**src/rtl/rf_wb_arbiter_if.sv**
```systemverilog
// Writeback bundle between the requesters and the register-file write arbiter.
// With RF_WB_FWD_EN defined, also carries the two forwarding compare ports.
interface rf_wb_arbiter_if #(
  parameter int NUM_REQ = 3,
  parameter int ADDR_W  = 5,
  parameter int DATA_W  = 32
);
  logic [NUM_REQ-1:0]        req_valid;
  logic [NUM_REQ-1:0]        req_ready;
  logic [NUM_REQ*ADDR_W-1:0] req_addr;
  logic [NUM_REQ*DATA_W-1:0] req_data;
  logic                      wb_hold;
  logic                      reg_write;
  logic [ADDR_W-1:0]         reg_in_addr;
  logic [DATA_W-1:0]         reg_data_in;
  logic                      busy;
`ifdef RF_WB_FWD_EN
  logic [ADDR_W-1:0]         fwd_addr1;
  logic [ADDR_W-1:0]         fwd_addr2;
  logic                      fwd_hit1;
  logic                      fwd_hit2;
  logic [DATA_W-1:0]         fwd_data1;
  logic [DATA_W-1:0]         fwd_data2;

  modport master (
    output req_valid, req_addr, req_data, wb_hold, fwd_addr1, fwd_addr2,
    input  req_ready, reg_write, reg_in_addr, reg_data_in, busy,
           fwd_hit1, fwd_hit2, fwd_data1, fwd_data2
  );
  modport slave (
    input  req_valid, req_addr, req_data, wb_hold, fwd_addr1, fwd_addr2,
    output req_ready, reg_write, reg_in_addr, reg_data_in, busy,
           fwd_hit1, fwd_hit2, fwd_data1, fwd_data2
  );
`else
  modport master (
    output req_valid, req_addr, req_data, wb_hold,
    input  req_ready, reg_write, reg_in_addr, reg_data_in, busy
  );
  modport slave (
    input  req_valid, req_addr, req_data, wb_hold,
    output req_ready, reg_write, reg_in_addr, reg_data_in, busy
  );
`endif
endinterface

```
**src/rtl/rf_wb_arbiter.sv**
```systemverilog
// Round-robin arbiter sharing the register file's single write port; the
// granted write is registered and issued one cycle later. RF_WB_FWD_EN adds forwarding.
module rf_wb_arbiter #(
  parameter int NUM_REQ = 3,
  parameter int ADDR_W  = 5,
  parameter int DATA_W  = 32
) (
  input  logic           clk,
  input  logic           reset,
  rf_wb_arbiter_if.slave bus
);
  localparam int PTR_W = (NUM_REQ > 1) ? $clog2(NUM_REQ) : 1;
  localparam logic [PTR_W:0]   NUM_REQ_W = (PTR_W+1)'(NUM_REQ);
  localparam logic [PTR_W-1:0] LAST_IDX  = PTR_W'(NUM_REQ - 1);

  logic [PTR_W-1:0]   ptr_q, ptr_d;
  logic               reg_write_q, reg_write_d;
  logic [ADDR_W-1:0]  addr_q, addr_d;
  logic [DATA_W-1:0]  data_q, data_d;

  logic [ADDR_W-1:0]  addr_arr [NUM_REQ];
  logic [DATA_W-1:0]  data_arr [NUM_REQ];
  logic [NUM_REQ-1:0] grant;
  logic [PTR_W-1:0]   win_idx;
  logic               win_found;
  logic [PTR_W:0]     cand;
  logic               handshake;

  genvar gi;
  generate
    for (gi = 0; gi < NUM_REQ; gi++) begin : g_unpack
      assign addr_arr[gi] = bus.req_addr[gi*ADDR_W +: ADDR_W];
      assign data_arr[gi] = bus.req_data[gi*DATA_W +: DATA_W];
    end
  endgenerate

  // Scan upward from the pointer, wrapping modulo NUM_REQ; first valid wins.
  always_comb begin
    grant     = '0;
    win_idx   = '0;
    win_found = 1'b0;
    cand      = '0;
    for (int k = 0; k < NUM_REQ; k++) begin
      cand = {1'b0, ptr_q} + (PTR_W+1)'(k);
      if (cand >= NUM_REQ_W) cand = cand - NUM_REQ_W;
      if (!win_found && bus.req_valid[cand[PTR_W-1:0]]) begin
        win_found                  = 1'b1;
        win_idx                    = cand[PTR_W-1:0];
        grant[cand[PTR_W-1:0]]     = 1'b1;
      end
    end
  end

  assign bus.req_ready = (reset || bus.wb_hold) ? '0 : grant;
  assign handshake     = |(bus.req_valid & bus.req_ready);

  always_comb begin
    ptr_d       = ptr_q;
    reg_write_d = 1'b0;
    addr_d      = addr_q;
    data_d      = data_q;
    if (handshake) begin
      addr_d      = addr_arr[win_idx];
      data_d      = data_arr[win_idx];
      // Address 0 is accepted but never written.
      reg_write_d = |addr_arr[win_idx];
      ptr_d       = (win_idx == LAST_IDX) ? '0 : win_idx + 1'b1;
    end
  end

  always_ff @(posedge clk) begin
    if (reset) begin
      ptr_q       <= '0;
      reg_write_q <= 1'b0;
      addr_q      <= '0;
      data_q      <= '0;
    end else begin
      ptr_q       <= ptr_d;
      reg_write_q <= reg_write_d;
      addr_q      <= addr_d;
      data_q      <= data_d;
    end
  end

  assign bus.reg_write   = reg_write_q;
  assign bus.reg_in_addr = addr_q;
  assign bus.reg_data_in = data_q;
  assign bus.busy        = (|bus.req_valid) | reg_write_q;

`ifdef RF_WB_FWD_EN
  // Readers of the register being written this cycle get the in-flight value.
  assign bus.fwd_hit1  = reg_write_q && (addr_q == bus.fwd_addr1) && (|bus.fwd_addr1);
  assign bus.fwd_hit2  = reg_write_q && (addr_q == bus.fwd_addr2) && (|bus.fwd_addr2);
  assign bus.fwd_data1 = bus.fwd_hit1 ? data_q : '0;
  assign bus.fwd_data2 = bus.fwd_hit2 ? data_q : '0;
`endif
endmodule
```
**src/flat_wrapper.sv**
```systemverilog
// flat-port wrapper written by rule: the top's interface ports become plain ports
module rf_wb_arbiter_flat 
#(
  parameter int NUM_REQ = 3,
  parameter int ADDR_W  = 5,
  parameter int DATA_W  = 32
)
  (clk, reset, bus_req_valid, bus_req_addr, bus_req_data, bus_wb_hold, bus_req_ready, bus_reg_write, bus_reg_in_addr, bus_reg_data_in, bus_busy);
  rf_wb_arbiter_if #(.NUM_REQ(NUM_REQ), .ADDR_W(ADDR_W), .DATA_W(DATA_W)) bus_i ();
  input  logic clk;
  input  logic reset;
  input wire logic [$bits(bus_i.req_valid)-1:0] bus_req_valid;
  input wire logic [$bits(bus_i.req_addr)-1:0] bus_req_addr;
  input wire logic [$bits(bus_i.req_data)-1:0] bus_req_data;
  input wire logic [$bits(bus_i.wb_hold)-1:0] bus_wb_hold;
  output wire logic [$bits(bus_i.req_ready)-1:0] bus_req_ready;
  output wire logic [$bits(bus_i.reg_write)-1:0] bus_reg_write;
  output wire logic [$bits(bus_i.reg_in_addr)-1:0] bus_reg_in_addr;
  output wire logic [$bits(bus_i.reg_data_in)-1:0] bus_reg_data_in;
  output wire logic [$bits(bus_i.busy)-1:0] bus_busy;
  assign bus_i.req_valid = bus_req_valid;
  assign bus_i.req_addr = bus_req_addr;
  assign bus_i.req_data = bus_req_data;
  assign bus_i.wb_hold = bus_wb_hold;
  assign bus_req_ready = bus_i.req_ready;
  assign bus_reg_write = bus_i.reg_write;
  assign bus_reg_in_addr = bus_i.reg_in_addr;
  assign bus_reg_data_in = bus_i.reg_data_in;
  assign bus_busy = bus_i.busy;
  rf_wb_arbiter #(.NUM_REQ(NUM_REQ), .ADDR_W(ADDR_W), .DATA_W(DATA_W)) u_core (.clk(clk), .reset(reset), .bus(bus_i));
endmodule
```
**config.mk**
```make
export PLATFORM = sky130hd
export DESIGN_NAME = rf_wb_arbiter_flat
export DESIGN_NICKNAME = d
export VERILOG_FILES = /design/src/rtl/rf_wb_arbiter_if.sv /design/src/rtl/rf_wb_arbiter.sv /design/src/flat_wrapper.sv
export SDC_FILE = /design/constraint.sdc
export NUM_CORES = 1
export LEC_CHECK = 0
export BUFFER_PORTS_ARGS = -buffer_cell sky130_fd_sc_hd__clkbuf_2
export CAP_MARGIN = 10
export CORE_MARGIN = 3
export CORE_UTILIZATION = 40
export CTS_BUF_LIST = sky130_fd_sc_hd__clkbuf_8
export DETAILED_ROUTE_END_ITERATION = 6
export GPL_TIMING_DRIVEN = 1
export PLACE_DENSITY = 0.81
export SLEW_MARGIN = 20
export SYNTH_ARGS = -nofsm -noshare
export SYNTH_HDL_FRONTEND = slang
export SYNTH_SLANG_ARGS = --single-unit
```
**constraint.sdc**
```tcl
create_clock -name clk -period 2.6 [get_ports clk]
set_input_delay 0.26 -clock clk [delete_from_list [all_inputs] [get_ports clk]]
set_output_delay 0.26 -clock clk [all_outputs]
set_load 0.01 [all_outputs]
```
== Word level (Yosys, flattened, before mapping) ==
Cells that the tools add are included.
Word-level totals
  flip-flop bits (word level): 40
  bits in latches: 0
  bits in writable memories: 0
  memory bits (read-only): 0
  input port bits: 117
  output and inout bits: 42
  logic and storage cells: 70
  memories kept: 0
Cells by class
  $add $sub $neg: 6
  multiply operators: 0
  div/mod/pow operators: 0
  order comparisons: 10
  eq/ne operators: 1
  shift-type cells: 0
  mux-type cells: 31
  bitwise logic cells: 6
  reduce and logical (&&, ||, !) cells: 12
Operators by type and width (count)
  binary-select mux 32 bit (select 2 bit): 1
  two-way mux 32 bit: 2
  two-way mux 2 bit: 7
  two-way mux 3 bit: 4
  binary-select mux 5 bit (select 2 bit): 1
  two-way mux 5 bit: 2
  less-than comparator 2 x 3 -> 1 bit (second input constant): 3
  two-way mux 1 bit: 8
  binary-select mux 1 bit (select 2 bit): 3
  demux 1 bit (select 2 bit): 3
  >= comparator 2 x 1 -> 1 bit (second input constant): 3
  >= comparator 3 x 2 -> 1 bit (second input constant): 2
  OR 3 bit: 2
  OR reduction 3 bit: 2
  subtractor 2 bit (second input constant): 3
  logical AND 1 bit: 5
  OR reduction 5 bit: 1
  adder 2 x 1 -> 3 bit (second input constant): 1
  adder 2 x 2 -> 3 bit (second input constant): 1
  AND 3 bit: 1
  >= comparator 3 bit (second input constant): 1
  NOT 2 -> 3 bit: 1
  adder 2 x 1 -> 2 bit (second input constant): 1
  equality test 2 bit (second input constant): 1
  other kinds (6): 7

== Logic depth before layout (Yosys ltp) ==
Gate-level depths: netlist of run 1.
  word-level depth: 16
  gate-level depth with buffers: 11
  depth with buffers taken out: 8

== Worst setup path before layout of run 1 ==
No wires, ideal clock.
  path kind: reg2reg
  from: reg u_core.ptr_q[1]
  to: reg u_core.addr_q[1] (netlist: u_core.bus.reg_in_addr[1])
  setup time: 0.121 ns
  data arrival time: 2.418 ns
  required time: 2.479 ns
  setup slack: 0.060 ns
  stages on the path, launching flop included: 11
  buffers on the path: 2
  clock period less this slack: 2.540 ns
  cells stage by stage: dfxtp_1 > inv_1 > ha_1 > mux2i_1 > nor2_1 > a221o_1 > a22o_1 > a222oi_1 > buf_4 > buf_12 > mux2_4
On the way
  longest elaborated chain between the ends: 15
  elaborated cells on any way between the ends: 53
  classes of those cells: add/sub (5); order compare (9); mux (27); bitwise (4); reduce/logical (8)
Ends and longest elaborated chain
  start, declared: RTL line rf_wb_arbiter.sv:16  | logic [PTR_W-1:0] ptr_q, ptr_d;
  start signal, assigned: RTL line rf_wb_arbiter.sv:78  | ptr_q <= ptr_d;
  parallel branches: the longest is 15 deep, another holds adder 2 x 1 -> 3 bit
  end signal, assigned: RTL line rf_wb_arbiter.sv:80  | addr_q <= addr_d;
  end, declared: RTL line rf_wb_arbiter.sv:18  | logic [ADDR_W-1:0] addr_q, addr_d;
Several ways; the timed one is not identified. The select of a mux whose other input is x is not followed.
A chain may end at the register's enable or synchronous reset.

== Final worst setup path of run 1 ==
  from: reg u_core.ptr_q[0]
  to: reg u_core.data_q[30] (netlist: u_core.bus.reg_data_in[30])
On the way
  longest elaborated chain between the ends: 15
  elaborated cells on any way between the ends: 53
  classes of those cells: add/sub (5); order compare (9); mux (27); bitwise (4); reduce/logical (8)
Ends and longest elaborated chain
  parallel branches: the longest is 15 deep, another holds adder 2 x 1 -> 3 bit
  end signal, assigned: RTL line rf_wb_arbiter.sv:81  | data_q <= data_d;
  end, declared: RTL line rf_wb_arbiter.sv:19  | logic [DATA_W-1:0] data_q, data_d;
Several ways; the timed one is not identified. The select of a mux whose other input is x is not followed.

==> flow_results.xml, run 1 <==
<?xml version="1.0" encoding="UTF-8"?>
<metrics>
  <group name="worst_setup_path">
    <metric name="timing.critical_path.from_type" unit="">register</metric>
    <metric name="r2r.worst_path.cells" unit="">10</metric>
    <metric name="timing.reg2reg.setup_slack" unit="ns">0.01</metric>
    <metric name="crit_family" unit="">compound AO/OA/AOI/OAI gates</metric>
    <metric name="worst-path-max-fanout" unit="">5</metric>
    <metric name="setup.worst_path.end_class" unit="">register</metric>
    <metric name="worst_path_buffer_plus_inverter_count" unit="">3</metric>
    <metric name="cp.arrival" unit="ns">2.81</metric>
    <metric name="critical_path.reg2reg.endpoint" unit="">u_core.bus.reg_data_in[30]</metric>
    <metric name="critical_path.cell_chain" unit="">ha_4 -&gt; mux2i_4 -&gt; nor2_2 -&gt; a221o_1 -&gt; a22o_1 -&gt; a222oi_1 -&gt; buf_4 -&gt; buf_12 -&gt; clkbuf_16 -&gt; mux2i_1</metric>
    <metric name="r2r-start" unit="">u_core.ptr_q[0]</metric>
    <metric name="path_class" unit="">register to register</metric>
    <metric name="timing.critical_path.required" unit="ns">2.82</metric>
    <metric name="slowest_stage" unit="">sky130_fd_sc_hd__dfxtp_4</metric>
    <metric name="largest_stage_delay_worst_path" unit="ns">0.39</metric>
  </group>
  <group name="drt">
    <metric name="route.antenna.remaining_nets" unit="">0</metric>
    <metric name="viasPerCell" unit="">5.15</metric>
    <metric name="firstDrtPassIters" unit="">4</metric>
    <metric name="drcViolationCount" unit="">0</metric>
    <metric name="wl_per_cell" unit="um">14.9</metric>
    <metric name="via_count" unit="">2643</metric>
    <metric name="number_of_design_rule_violations_left_by_the_first_detailed_router_iteration" unit="">82</metric>
    <metric name="route.final.wire_length" unit="mm">7.66</metric>
  </group>
  <group name="placement">
    <metric name="detailed_place.area" unit="mm2">0.00343</metric>
    <metric name="port_buffers" unit="">158</metric>
    <metric name="worst_slack_at_placement" unit="ns">-0.151</metric>
    <metric name="place.gp.congestion" unit="">0.804</metric>
    <metric name="place_hpwl" unit="mm">5.86</metric>
  </group>
  <group name="timing">
    <metric name="finalHoldViolations" unit="">0</metric>
    <metric name="setup_violations" unit="">0</metric>
    <metric name="measured_slew_at_the_worst_slew_check_pin" unit="ns">0.432</metric>
    <metric name="unrepaired_setup_endpoints_after_global_routing" unit="">yes</metric>
    <metric name="fmaxAchievable" unit="MHz">386</metric>
    <metric name="post-route-min-period" unit="ns">2.59</metric>
    <metric name="worst_slew_margin_rel" unit="%">71.2</metric>
    <metric name="timing.final.ws_setup" unit="ns">0.0117</metric>
    <metric name="timing.clock.skew" unit="ns">0.00872</metric>
    <metric name="final_min_period_over_clock_period" unit="%">99.6</metric>
    <metric name="timing_max_transition_violations_final" unit="">0</metric>
  </group>
  <group name="clock_network">
    <metric name="cts_inserted_buffers" unit="">5</metric>
    <metric name="root_buffer_selected_by_cts" unit="">sky130_fd_sc_hd__clkbuf_8</metric>
    <metric name="clk_slew_on_worst_s_h_paths" unit="ns">0.08</metric>
    <metric name="post_cts_hold_buffer_count" unit="">0</metric>
    <metric name="cts_tree" unit="">done</metric>
    <metric name="clock_tree.buffer_depth" unit="">2</metric>
    <metric name="cts_max_level" unit="">2</metric>
    <metric name="clock_insertion_delay_worst_skew" unit="ns">0.29</metric>
    <metric name="numClockSinks" unit="">40</metric>
  </group>
  <group name="cells_and_area">
    <metric name="flow.area_growth_from_synthesis" unit="%">47.8</metric>
    <metric name="postLayoutCoreUtil" unit="%">61.8</metric>
    <metric name="most_frequent_standard_cell_in_the_layout_excluding_fill_and_tap_cells" unit="">sky130_fd_sc_hd__clkbuf_2</metric>
    <metric name="antenna-diode-count" unit="">0</metric>
    <metric name="fraction_of_layout_instances_using_a_drive_strength_above_1" unit="%">48.6</metric>
    <metric name="layout.cells.most_common_list" unit="">sky130_fd_sc_hd__clkbuf_2 (158), sky130_fd_sc_hd__dfxtp_1 (38), sky130_fd_sc_hd__nand2b_1 (37)</metric>
    <metric name="layout.cell_area.non_filler" unit="mm2">0.00373</metric>
    <metric name="design.final.nets" unit="">558</metric>
  </group>
  <group name="synthesis">
    <metric name="synthCells" unit="">266</metric>
    <metric name="synth_top_cell_area_share" unit="%">31.8</metric>
    <metric name="post-synth-top-area-cell" unit="">sky130_fd_sc_hd__dfxtp_1</metric>
    <metric name="synth_simple_gate_area_share" unit="%">17.9</metric>
    <metric name="netlist-cell-type-count" unit="">37</metric>
    <metric name="synth_xor_area_share" unit="%">0</metric>
    <metric name="yosysSeqAreaShare" unit="%">31.8</metric>
    <metric name="async_reset_ff_share" unit="%">0</metric>
    <metric name="synth_top_cells_by_area" unit="">sky130_fd_sc_hd__dfxtp_1 (32%), sky130_fd_sc_hd__mux2i_1 (14%), sky130_fd_sc_hd__a22o_1 (12%)</metric>
    <metric name="synth.area.mux_share" unit="%">18.2</metric>
    <metric name="synth-edff-count" unit="">0</metric>
    <metric name="synth-seq-cells" unit="">40</metric>
    <metric name="synth_compound_gate_area_share" unit="%">24.2</metric>
    <metric name="largest_family_of_logic_cells_by_synthesized_area" unit="">compound AO/OA/AOI/OAI gates</metric>
    <metric name="synth_fa_ha_area_share" unit="%">1.99</metric>
    <metric name="synthesis.area" unit="mm2">0.00252</metric>
    <metric name="number_of_warning_messages_in_the_yosys_log" unit="">0</metric>
    <metric name="post_synth.cell_area_avg" unit="um2">9.48</metric>
    <metric name="synth.net_count" unit="">387</metric>
    <metric name="synth-main-ff-cell" unit="">sky130_fd_sc_hd__dfxtp_1</metric>
  </group>
  <group name="global_route">
    <metric name="largest_net_degree_at_the_start_of_global_routing" unit="">40</metric>
    <metric name="track_usage" unit="%">20.8</metric>
    <metric name="total_gr_overflow" unit="">0</metric>
    <metric name="antenna_found_initial" unit="">0</metric>
    <metric name="first_global_vias" unit="">2794</metric>
    <metric name="grt_pass1_wl" unit="mm">12.4</metric>
  </group>
  <group name="power_and_ir_drop">
    <metric name="internal_power" unit="mW">2.04</metric>
    <metric name="power.switching" unit="mW">1.31</metric>
    <metric name="p_seq_share" unit="%">28.0</metric>
    <metric name="power.density_cell_area" unit="mW/mm2">899</metric>
    <metric name="power_frac_clock" unit="%">12.5</metric>
    <metric name="ir_worst_vdd" unit="mV">0.378</metric>
    <metric name="power.leakage" unit="nW">2.01</metric>
    <metric name="combPwrFrac" unit="%">59.5</metric>
    <metric name="power.share.switching" unit="%">39.1</metric>
  </group>
  <group name="hold_path">
    <metric name="min_delay_worst_endpoint" unit="">u_core.bus.reg_data_in[27]</metric>
    <metric name="hp-class" unit="">input port to register</metric>
    <metric name="hold_path_startpoint" unit="">bus_req_data[27]</metric>
    <metric name="whs_path_depth" unit="">3</metric>
  </group>
  <group name="flow_run">
    <metric name="max-cap-violations" unit="">0</metric>
  </group>
  <group name="die">
    <metric name="floorplan.die.width" unit="um">85.4</metric>
    <metric name="floorplan.die.height" unit="um">85.4</metric>
    <metric name="placeableCoreArea" unit="mm2">0.00603</metric>
    <metric name="row_count" unit="">28</metric>
    <metric name="die_area" unit="mm2">0.00729</metric>
    <metric name="start_util" unit="%">41.8</metric>
    <metric name="num_io_pins" unit="">159</metric>
  </group>
  <group name="run_status">
    <metric name="status" unit="">finished clean</metric>
  </group>
</metrics>
==> synth_stat cells, types with 3 or more instances <==
master and instances:
sky130_fd_sc_hd__inv_1 3, sky130_fd_sc_hd__a22o_1 34, sky130_fd_sc_hd__nor2_1 5, sky130_fd_sc_hd__a21oi_1 32, sky130_fd_sc_hd__nor3b_1 4, sky130_fd_sc_hd__buf_6 4, sky130_fd_sc_hd__a221o_1 4, sky130_fd_sc_hd__and2_1 5
sky130_fd_sc_hd__o21ai_0 6, sky130_fd_sc_hd__a31oi_1 3, sky130_fd_sc_hd__dfxtp_1 40, sky130_fd_sc_hd__nand2b_1 37, sky130_fd_sc_hd__mux2i_1 36, sky130_fd_sc_hd__ha_1 4, sky130_fd_sc_hd__buf_2 7, sky130_fd_sc_hd__mux2_4 5
sky130_fd_sc_hd__clkbuf_1 9, sky130_fd_sc_hd__nor2b_1 6
==> worst register-to-register path: cells and delay by family (launching register included) <==
family                   cells  cell delay [ns]
AO/OA/AOI/OAI                3             0.92
multiplexers                 2             0.44
buffers and inverters        3             0.50
AND/OR/NAND/NOR              1             0.07
adder cells (fa/ha/maj)      1             0.18
flip-flops                   1             0.39
==> through the flow <==
stage / setup TNS, ns / power, mW / hold slack (ns) / instances
2_1_floorplan: 0 / 2.17 / 0.437 / 266
3_3_place_gp: 0 / 2.71 / 0.460 / 494
3_5_place_dp: -3.36 / 2.76 / 0.468 / 494
4_1_cts: 0 / 3.32 / 0.235 / 510
5_1_grt: -2.26 / 3.60 / 0.233 / 513
6_report: 0 / 3.35 / 0.232 / 513
==> power groups by stage <==
stage	Clock (mW)	Sequential [mW]	Combinational, mW
after floorplan	0	1.02	1.15
after global placement	0	0.934	1.77
after detailed placement	0	0.939	1.82
after CTS	0.429	0.938	1.95
after global routing	0.456	0.967	2.18
final	0.420	0.938	1.99
==> worst max-delay path by stage <==
stage / startpoint / endpoint / cells after the start / slack, ns
finish: u_core.ptr_q[0] / u_core.bus.reg_data_in[30] / 10 / 0.01
global route: u_core.ptr_q[1] / u_core.bus.reg_data_in[16] / 10 / -0.14
CTS: u_core.ptr_q[0] / u_core.bus.reg_data_in[13] / 11 / 0.003
detailed placement: u_core.ptr_q[0] / u_core.bus.reg_data_in[13] / 10 / -0.15
global placement: u_core.ptr_q[1] / u_core.bus.reg_data_in[10] / 10 / 0.04
floorplan: u_core.ptr_q[1] / u_core.bus.reg_in_addr[1] / 10 / 0.06
==> routing by layer <==
| metal | up-vias | global-route usage, % | share of wire [%] |
|---|---|---|---|
| li1 | 1322 | - | - |
| met1 | 1225 | 23.6 | 39 |
| met2 | 92 | 39.1 | 55 |
| met3 | 4 | 4.66 | 5.5 |
| met4 | 0 | 4.89 | 0.67 |
| met5 | - | 0 | 0 |
==> sequential cells by signal, summed over array words and instances, names as in the netlist <==
name	flops
u_core.bus.reg_write	1
u_core.bus.reg_data_in	32
u_core.bus.reg_in_addr	5
u_core.ptr_q	2
==> cells by family after synthesis <==
logic type / count (synthesis)
compound gates: 86
simple gates: 68
mux: 43
flops: 40
buf+inv: 25
fa+ha+maj: 4
==> timing repair <==
item,in CTS,in global routing
pin swaps,2,2
setup buffers,6,5
endpoints found under the setup margin,38,40
cloned,2,1
gates resized for setup,14,11
==> area by class of cell <==
type	instances	area [um2]
fill	551	2300
multi-input combinational	201	1630
timing repair buffer	186	1090
sequential	40	806
tap	75	93.8
clock buffer	6	82.6
inverter	3	11.3
clock inverter	2	7.51
(Power assumes the default switching activity.)
==> run 2: changes to the inputs <==
CORE_UTILIZATION = 48   (was 40)
PLACE_DENSITY = 0.91   (was 0.81)
TNS_END_PERCENT = 20   (was unset)
clock period = 3.03 ns   (was 2.6 ns; I/O delays follow)
==> run 2 against run 1 <==
  * Global-route usage increased by 1.9 points
  * Non-clock buffer count decreased by 18
  * Via count decreased by 1.6%
  * Power decreased by 17%
  * Core utilization increased by 8.9 points
  * First-iteration DRC count increased by 4.9%
  * Critical endpoint is now u_core.bus.reg_data_in[8]
  * Highest routed layer unchanged
==> flow_results.xml, run 2 (synthesis gave the netlist of run 1 again) <==
<?xml version="1.0" encoding="UTF-8"?>
<metrics>
  <group name="power_and_ir_drop">
    <metric name="power.leakage" unit="nW">1.88</metric>
    <metric name="p_seq_share" unit="%">28.8</metric>
    <metric name="power.share.switching" unit="%">38.8</metric>
    <metric name="internal_power" unit="mW">1.70</metric>
    <metric name="power.density_cell_area" unit="mW/mm2">798</metric>
    <metric name="ir_worst_vdd" unit="mV">0.566</metric>
    <metric name="power.switching" unit="mW">1.08</metric>
    <metric name="combPwrFrac" unit="%">54.2</metric>
    <metric name="power_frac_clock" unit="%">17.0</metric>
  </group>
  <group name="clock_network">
    <metric name="cts_max_level" unit="">2</metric>
    <metric name="post_cts_repair_timing_setup_buffer_count" unit="">0</metric>
    <metric name="post_cts_hold_buffer_count" unit="">0</metric>
    <metric name="numClockSinks" unit="">40</metric>
    <metric name="post_cts.resized_instances" unit="">0</metric>
    <metric name="clock_tree.buffer_depth" unit="">2</metric>
    <metric name="clk_slew_on_worst_s_h_paths" unit="ns">0.08</metric>
    <metric name="root_buffer_selected_by_cts" unit="">sky130_fd_sc_hd__clkbuf_8</metric>
    <metric name="cts_tree" unit="">done</metric>
    <metric name="cts_inserted_buffers" unit="">5</metric>
    <metric name="clock_insertion_delay_worst_skew" unit="ns">0.29</metric>
  </group>
  <group name="die">
    <metric name="floorplan.die.height" unit="um">78.5</metric>
    <metric name="num_io_pins" unit="">159</metric>
    <metric name="floorplan.die.width" unit="um">78.5</metric>
    <metric name="start_util" unit="%">51.3</metric>
    <metric name="placeableCoreArea" unit="mm2">0.00491</metric>
    <metric name="row_count" unit="">25</metric>
    <metric name="die_area" unit="mm2">0.00616</metric>
  </group>
  <group name="drt">
    <metric name="wl_per_cell" unit="um">14.8</metric>
    <metric name="route.final.wire_length" unit="mm">7.20</metric>
    <metric name="number_of_design_rule_violations_left_by_the_first_detailed_router_iteration" unit="">86</metric>
    <metric name="viasPerCell" unit="">5.34</metric>
    <metric name="route.antenna.remaining_nets" unit="">0</metric>
    <metric name="firstDrtPassIters" unit="">4</metric>
    <metric name="drcViolationCount" unit="">0</metric>
    <metric name="via_count" unit="">2602</metric>
  </group>
  <group name="timing">
    <metric name="final_tns_setup" unit="ns">0</metric>
    <metric name="fmaxAchievable" unit="MHz">355</metric>
    <metric name="timing.final.ws_setup" unit="ns">0.214</metric>
    <metric name="timing_max_transition_violations_final" unit="">0</metric>
    <metric name="final_min_period_over_clock_period" unit="%">92.9</metric>
    <metric name="measured_slew_at_the_worst_slew_check_pin" unit="ns">0.487</metric>
    <metric name="unrepaired_setup_endpoints_after_global_routing" unit="">no</metric>
    <metric name="setup_violations" unit="">0</metric>
    <metric name="finalHoldViolations" unit="">0</metric>
    <metric name="timing.clock.skew" unit="ns">0.00920</metric>
    <metric name="post-route-min-period" unit="ns">2.82</metric>
    <metric name="worst_slew_margin_rel" unit="%">67.3</metric>
  </group>
  <group name="worst_setup_path">
    <metric name="setup.worst_path.end_class" unit="">register</metric>
    <metric name="slowest_stage" unit="">sky130_fd_sc_hd__a221o_1</metric>
    <metric name="path_class" unit="">register to register</metric>
    <metric name="cp.arrival" unit="ns">3.03</metric>
    <metric name="timing.critical_path.required" unit="ns">3.25</metric>
    <metric name="worst-path-max-fanout" unit="">17</metric>
    <metric name="critical_path.cell_chain" unit="">inv_1 -&gt; ha_1 -&gt; mux2i_2 -&gt; nor2_1 -&gt; a221o_1 -&gt; a22o_1 -&gt; a222oi_1 -&gt; buf_6 -&gt; buf_4 -&gt; mux2i_1</metric>
    <metric name="largest_stage_delay_worst_path" unit="ns">0.36</metric>
    <metric name="timing.critical_path.from_type" unit="">register</metric>
  </group>
  <group name="cells_and_area">
    <metric name="fill_cells" unit="">399</metric>
    <metric name="antenna-diode-count" unit="">0</metric>
    <metric name="fraction_of_layout_instances_using_a_drive_strength_above_1" unit="%">44.5</metric>
    <metric name="multi_input_comb_area" unit="mm2">0.00157</metric>
    <metric name="flow.area_growth_from_synthesis" unit="%">37.9</metric>
    <metric name="layout.cells.most_common_list" unit="">sky130_fd_sc_hd__clkbuf_2 (158), sky130_fd_sc_hd__dfxtp_1 (40), sky130_fd_sc_hd__nand2b_1 (37)</metric>
    <metric name="largest_register_ff_count" unit="">32</metric>
    <metric name="most_frequent_standard_cell_in_the_layout_excluding_fill_and_tap_cells" unit="">sky130_fd_sc_hd__clkbuf_2</metric>
    <metric name="seq_area" unit="um2">801</metric>
    <metric name="design.final.nets" unit="">540</metric>
  </group>
  <group name="global_route">
    <metric name="largest_net_degree_at_the_start_of_global_routing" unit="">40</metric>
    <metric name="antenna_found_initial" unit="">0</metric>
    <metric name="track_usage" unit="%">22.7</metric>
    <metric name="first_global_vias" unit="">2581</metric>
    <metric name="grt_pass1_wl" unit="mm">11.4</metric>
    <metric name="total_gr_overflow" unit="">0</metric>
  </group>
  <group name="placement">
    <metric name="port_buffers" unit="">158</metric>
    <metric name="place.gp.congestion" unit="">0.886</metric>
    <metric name="worst_slack_at_placement" unit="ns">0.158</metric>
    <metric name="place_hpwl" unit="mm">5.70</metric>
  </group>
  <group name="hold_path">
    <metric name="hp-class" unit="">input port to register</metric>
  </group>
  <group name="flow_run">
    <metric name="max-cap-violations" unit="">0</metric>
  </group>
  <group name="run_status">
    <metric name="status" unit="">finished clean</metric>
  </group>
</metrics>
==> run 2: cell types whose count changed in the layout (fill, tap and decap cells not counted), sizes merged <==
cell	change
inv	-2
bufbuf	-1
buf	-16
bufinv	+1
==> run 2: layer usage <==
layer	vias to the layer above	wire, um	track usage, %
li1	1285	-	-
met1	1204	2700	24.5
met2	101	3950	43.4
met3	12	462	6.08
met4	0	84	5.59
met5	-	0	0
==> run 2: worst paths after layout <==
check / startpoint / end / slack [ns] / cells past startpoint
setup / recovery: u_core.ptr_q[1] / u_core.bus.reg_data_in[8] / 0.21 / 10
hold / removal: bus_req_data[31] / u_core.bus.reg_data_in[31] / 0.27 / 3
setup reg to reg: u_core.ptr_q[1] / u_core.bus.reg_data_in[8] / 0.21 / 10
hold reg to reg: u_core.bus.reg_data_in[31] / u_core.bus.reg_data_in[31] / 0.48 / 2
==> run 2: area by class of cell <==
| class | instances | area share (%) |
|---|---|---|
| clock inverters | 1 | 0.864 |
| clock buffers | 7 | 2.77 |
| inverters | 3 | 0.324 |
| repair buffers | 168 | 25.4 |
| multi-input cells | 201 | 45.2 |
| flip-flops and latches | 40 | 23.0 |
| well taps | 67 | 2.41 |
==> run 2: power by group through the flow <==
stage / clock network, mW / registers [mW] / logic [mW]
after floorplan: 0 / 0.872 / 0.986
after global placement: 0 / 0.804 / 1.46
after detailed placement: 0 / 0.806 / 1.51
after CTS: 0.475 / 0.798 / 1.51
after global routing: 0.497 / 0.817 / 1.63
final: 0.471 / 0.798 / 1.50
==> run 2: worst max-delay path, delay by kind of cell, from the launching register on <==
kind                     cells  cell delay (ns)
AO/OA/AOI/OAI                3             0.88
multiplexers                 2             0.53
flip-flops                   1             0.33
adder cells (fa/ha/maj)      1             0.30
AND/OR/NAND/NOR              1             0.10
buffers and inverters        3             0.59
==> run 2: stage by stage <==
step	utilization (%)	cell area, um2	hold WS, ns	total power, mW	cells
final	70.8	3480	0.274	2.77	487
after global routing	70.8	3480	0.288	2.95	487
after CTS	70.6	3470	0.274	2.79	487
after detailed placement	68.1	3340	0.470	2.31	479
after global placement	68.1	3340	0.461	2.26	479
after floorplan	-	2520	0.480	1.86	266
==> run 3: changes to the inputs <==
CORE_UTILIZATION = 46   (was 48)
PLACE_DENSITY = 0.88   (was 0.91)
==> run 3 against run 2 <==
  * Clock power about the same
  * Routed wire length about the same
  * Core utilization decreased by 3.8 points
  * Worst setup slack improved by 0.014 ns
  * Register-to-register slack about the same
  * Sequential cell count unchanged
  * Non-clock buffer count decreased by 1
  * Fmax increased by 0.51%
  * Final area increased by 0.32%
  * Global-route usage decreased by 1.2 points
  * Sequential share of layout area decreased by 0.074 points
  * First-iteration DRC count decreased by 33%
  * Critical endpoint is now u_core.bus.reg_data_in[22]
  * Largest cell class unchanged
==> flow_results.xml, run 3 (synthesis gave the netlist of run 1 again) <==
<?xml version="1.0" encoding="UTF-8"?>
<metrics>
  <group name="run_status">
    <metric name="status" unit="">finished clean</metric>
  </group>
  <group name="worst_setup_path">
    <metric name="slowest_stage" unit="">sky130_fd_sc_hd__a221o_1</metric>
    <metric name="path_class" unit="">register to register</metric>
    <metric name="cp.arrival" unit="ns">3.01</metric>
    <metric name="timing.reg2reg.setup_slack" unit="ns">0.23</metric>
    <metric name="setup.worst_path.end_class" unit="">register</metric>
    <metric name="beginning_of_the_critical_path" unit="">u_core.ptr_q[1]</metric>
    <metric name="timing.critical_path.from_type" unit="">register</metric>
    <metric name="worst-path-max-fanout" unit="">17</metric>
    <metric name="largest_stage_delay_worst_path" unit="ns">0.35</metric>
    <metric name="timing.critical_path.required" unit="ns">3.24</metric>
    <metric name="r2r-start" unit="">u_core.ptr_q[1]</metric>
    <metric name="critical_path.cell_chain" unit="">inv_1 -&gt; ha_2 -&gt; mux2i_2 -&gt; nor2_1 -&gt; a221o_1 -&gt; a22o_1 -&gt; a222oi_1 -&gt; buf_6 -&gt; buf_12 -&gt; mux2i_1</metric>
  </group>
  <group name="cells_and_area">
    <metric name="flow.area_growth_from_synthesis" unit="%">38.3</metric>
    <metric name="antenna-diode-count" unit="">0</metric>
    <metric name="fill_cells" unit="">439</metric>
    <metric name="layout.cells.non_filler" unit="">489</metric>
    <metric name="fraction_of_layout_instances_using_a_drive_strength_above_1" unit="%">44.6</metric>
    <metric name="postLayoutCoreUtil" unit="%">67.0</metric>
    <metric name="layout.cells.most_common_list" unit="">sky130_fd_sc_hd__clkbuf_2 (158), sky130_fd_sc_hd__dfxtp_1 (40), sky130_fd_sc_hd__nand2b_1 (37)</metric>
    <metric name="multi_input_comb_area" unit="mm2">0.00157</metric>
    <metric name="largest_register_ff_count" unit="">32</metric>
    <metric name="most_frequent_standard_cell_in_the_layout_excluding_fill_and_tap_cells" unit="">sky130_fd_sc_hd__clkbuf_2</metric>
    <metric name="seq_area" unit="um2">801</metric>
    <metric name="design.final.nets" unit="">539</metric>
  </group>
  <group name="clock_network">
    <metric name="numClockSinks" unit="">40</metric>
    <metric name="clock_tree.buffer_depth" unit="">2</metric>
    <metric name="clock_insertion_delay_worst_skew" unit="ns">0.28</metric>
    <metric name="root_buffer_selected_by_cts" unit="">sky130_fd_sc_hd__clkbuf_8</metric>
    <metric name="cts_tree" unit="">done</metric>
    <metric name="clk_slew_on_worst_s_h_paths" unit="ns">0.08</metric>
    <metric name="cts_inserted_buffers" unit="">5</metric>
    <metric name="cts_max_level" unit="">2</metric>
  </group>
  <group name="drt">
    <metric name="drcViolationCount" unit="">0</metric>
    <metric name="route.antenna.remaining_nets" unit="">0</metric>
    <metric name="wl_per_cell" unit="um">14.7</metric>
    <metric name="via_count" unit="">2640</metric>
    <metric name="route.final.wire_length" unit="mm">7.20</metric>
    <metric name="number_of_design_rule_violations_left_by_the_first_detailed_router_iteration" unit="">58</metric>
    <metric name="firstDrtPassIters" unit="">6</metric>
    <metric name="viasPerCell" unit="">5.40</metric>
  </group>
  <group name="placement">
    <metric name="port_buffers" unit="">158</metric>
    <metric name="place.gp.congestion" unit="">0.941</metric>
    <metric name="placed_cells" unit="">481</metric>
    <metric name="place_hpwl" unit="mm">5.67</metric>
  </group>
  <group name="timing">
    <metric name="fmaxAchievable" unit="MHz">357</metric>
    <metric name="worst_slew_margin_rel" unit="%">67.6</metric>
    <metric name="final_tns_setup" unit="ns">0</metric>
    <metric name="setup_violations" unit="">0</metric>
    <metric name="final_min_period_over_clock_period" unit="%">92.4</metric>
    <metric name="timing.clock.skew" unit="ns">0.00275</metric>
    <metric name="measured_slew_at_the_worst_slew_check_pin" unit="ns">0.486</metric>
    <metric name="post-route-min-period" unit="ns">2.80</metric>
    <metric name="timing_max_transition_violations_final" unit="">0</metric>
    <metric name="unrepaired_setup_endpoints_after_global_routing" unit="">no</metric>
    <metric name="finalHoldViolations" unit="">0</metric>
  </group>
  <group name="die">
    <metric name="num_io_pins" unit="">159</metric>
    <metric name="floorplan.die.height" unit="um">80.0</metric>
    <metric name="start_util" unit="%">48.4</metric>
    <metric name="floorplan.die.width" unit="um">80.0</metric>
    <metric name="row_count" unit="">26</metric>
    <metric name="die_area" unit="mm2">0.00640</metric>
    <metric name="placeableCoreArea" unit="mm2">0.00520</metric>
  </group>
  <group name="power_and_ir_drop">
    <metric name="power.share.switching" unit="%">38.9</metric>
    <metric name="power.density_cell_area" unit="mW/mm2">799</metric>
    <metric name="power.switching" unit="mW">1.08</metric>
    <metric name="power.leakage" unit="nW">1.88</metric>
    <metric name="power_frac_clock" unit="%">17.0</metric>
    <metric name="internal_power" unit="mW">1.70</metric>
    <metric name="combPwrFrac" unit="%">54.5</metric>
    <metric name="ir_worst_vdd" unit="mV">0.467</metric>
    <metric name="p_seq_share" unit="%">28.6</metric>
  </group>
  <group name="global_route">
    <metric name="first_global_vias" unit="">2661</metric>
    <metric name="largest_net_degree_at_the_start_of_global_routing" unit="">40</metric>
    <metric name="total_gr_overflow" unit="">0</metric>
    <metric name="antenna_found_initial" unit="">0</metric>
    <metric name="track_usage" unit="%">21.5</metric>
    <metric name="grt_pass1_wl" unit="mm">11.2</metric>
  </group>
  <group name="hold_path">
    <metric name="hp-class" unit="">input port to register</metric>
    <metric name="hold_path_startpoint" unit="">bus_req_data[16]</metric>
  </group>
  <group name="flow_run">
    <metric name="max-cap-violations" unit="">0</metric>
  </group>
</metrics>
==> run 3: cell types whose count changed in the layout (fill, tap and decap cells not counted), sizes merged <==
| cell | before | now |
|---|---|---|
| buf | 10 | 9 |
==> run 3: final timing paths <==
check / cells after the start / to
worst max-delay path: 10 / u_core.bus.reg_data_in[22]
worst max register to register: 10 / u_core.bus.reg_data_in[22]
worst min-delay path: 3 / u_core.bus.reg_data_in[16]
worst min register to register: 2 / u_core.bus.reg_data_in[5]
==> run 3: layout make-up <==
type	count	share of cell area (%)
inverter	3	0.323
tap	70	2.51
timing repair buffer	167	25.4
multi-input combinational	201	45.1
sequential	40	23.0
clock buffer	7	2.76
clock inverter	1	0.861
==> run 3: what timing repair did <==
| action | 4_1_cts | 5_1_grt |
|---|---|---|
| resized for setup | 0 | 3 |
| setup buffers | 0 | 0 |
| endpoints found under the setup margin | 0 | 30 |
| hold buffers | 0 | 0 |
==> run 3: layer usage <==
metal	part of all wire, %	vias to the layer above	routed length [um]	GRT usage [%]
li1	-	1284	-	-
met1	38	1239	2700	22.2
met2	54	105	3900	41.7
met3	6.6	12	474	4.63
met4	1.7	0	124	7.94
met5	0	-	0	0
==> run 3: critical path, delay by kind of cell, from the launching register on <==
family,cells,cell delay [ns]
multiplexers,2,0.53
flip-flops,1,0.33
AO/OA/AOI/OAI,3,0.87
adder cells (fa/ha/maj),1,0.27
buffers and inverters,3,0.59
AND/OR/NAND/NOR,1,0.11
==> run 3: through the flow <==
| step | power [mW] | hold slack, ns | area (um2) | setup WS, ns |
|---|---|---|---|---|
| global route | 2.95 | 0.299 | 3490 | 0.0356 |
| detailed placement | 2.31 | 0.468 | 3350 | 0.136 |
| global placement | 2.27 | 0.461 | 3350 | 0.323 |
| CTS | 2.79 | 0.281 | 3480 | 0.116 |
| finish | 2.79 | 0.290 | 3490 | 0.229 |
| floorplan | 1.86 | 0.480 | 2520 | 0.490 |
==> run 3: power groups by stage <==
stage / clock network (mW) / registers [mW] / logic [mW]
CTS: 0.480 / 0.796 / 1.51
global route: 0.498 / 0.814 / 1.64
detailed placement: 0 / 0.805 / 1.51
floorplan: 0 / 0.872 / 0.986
finish: 0.472 / 0.796 / 1.52
global placement: 0 / 0.803 / 1.47
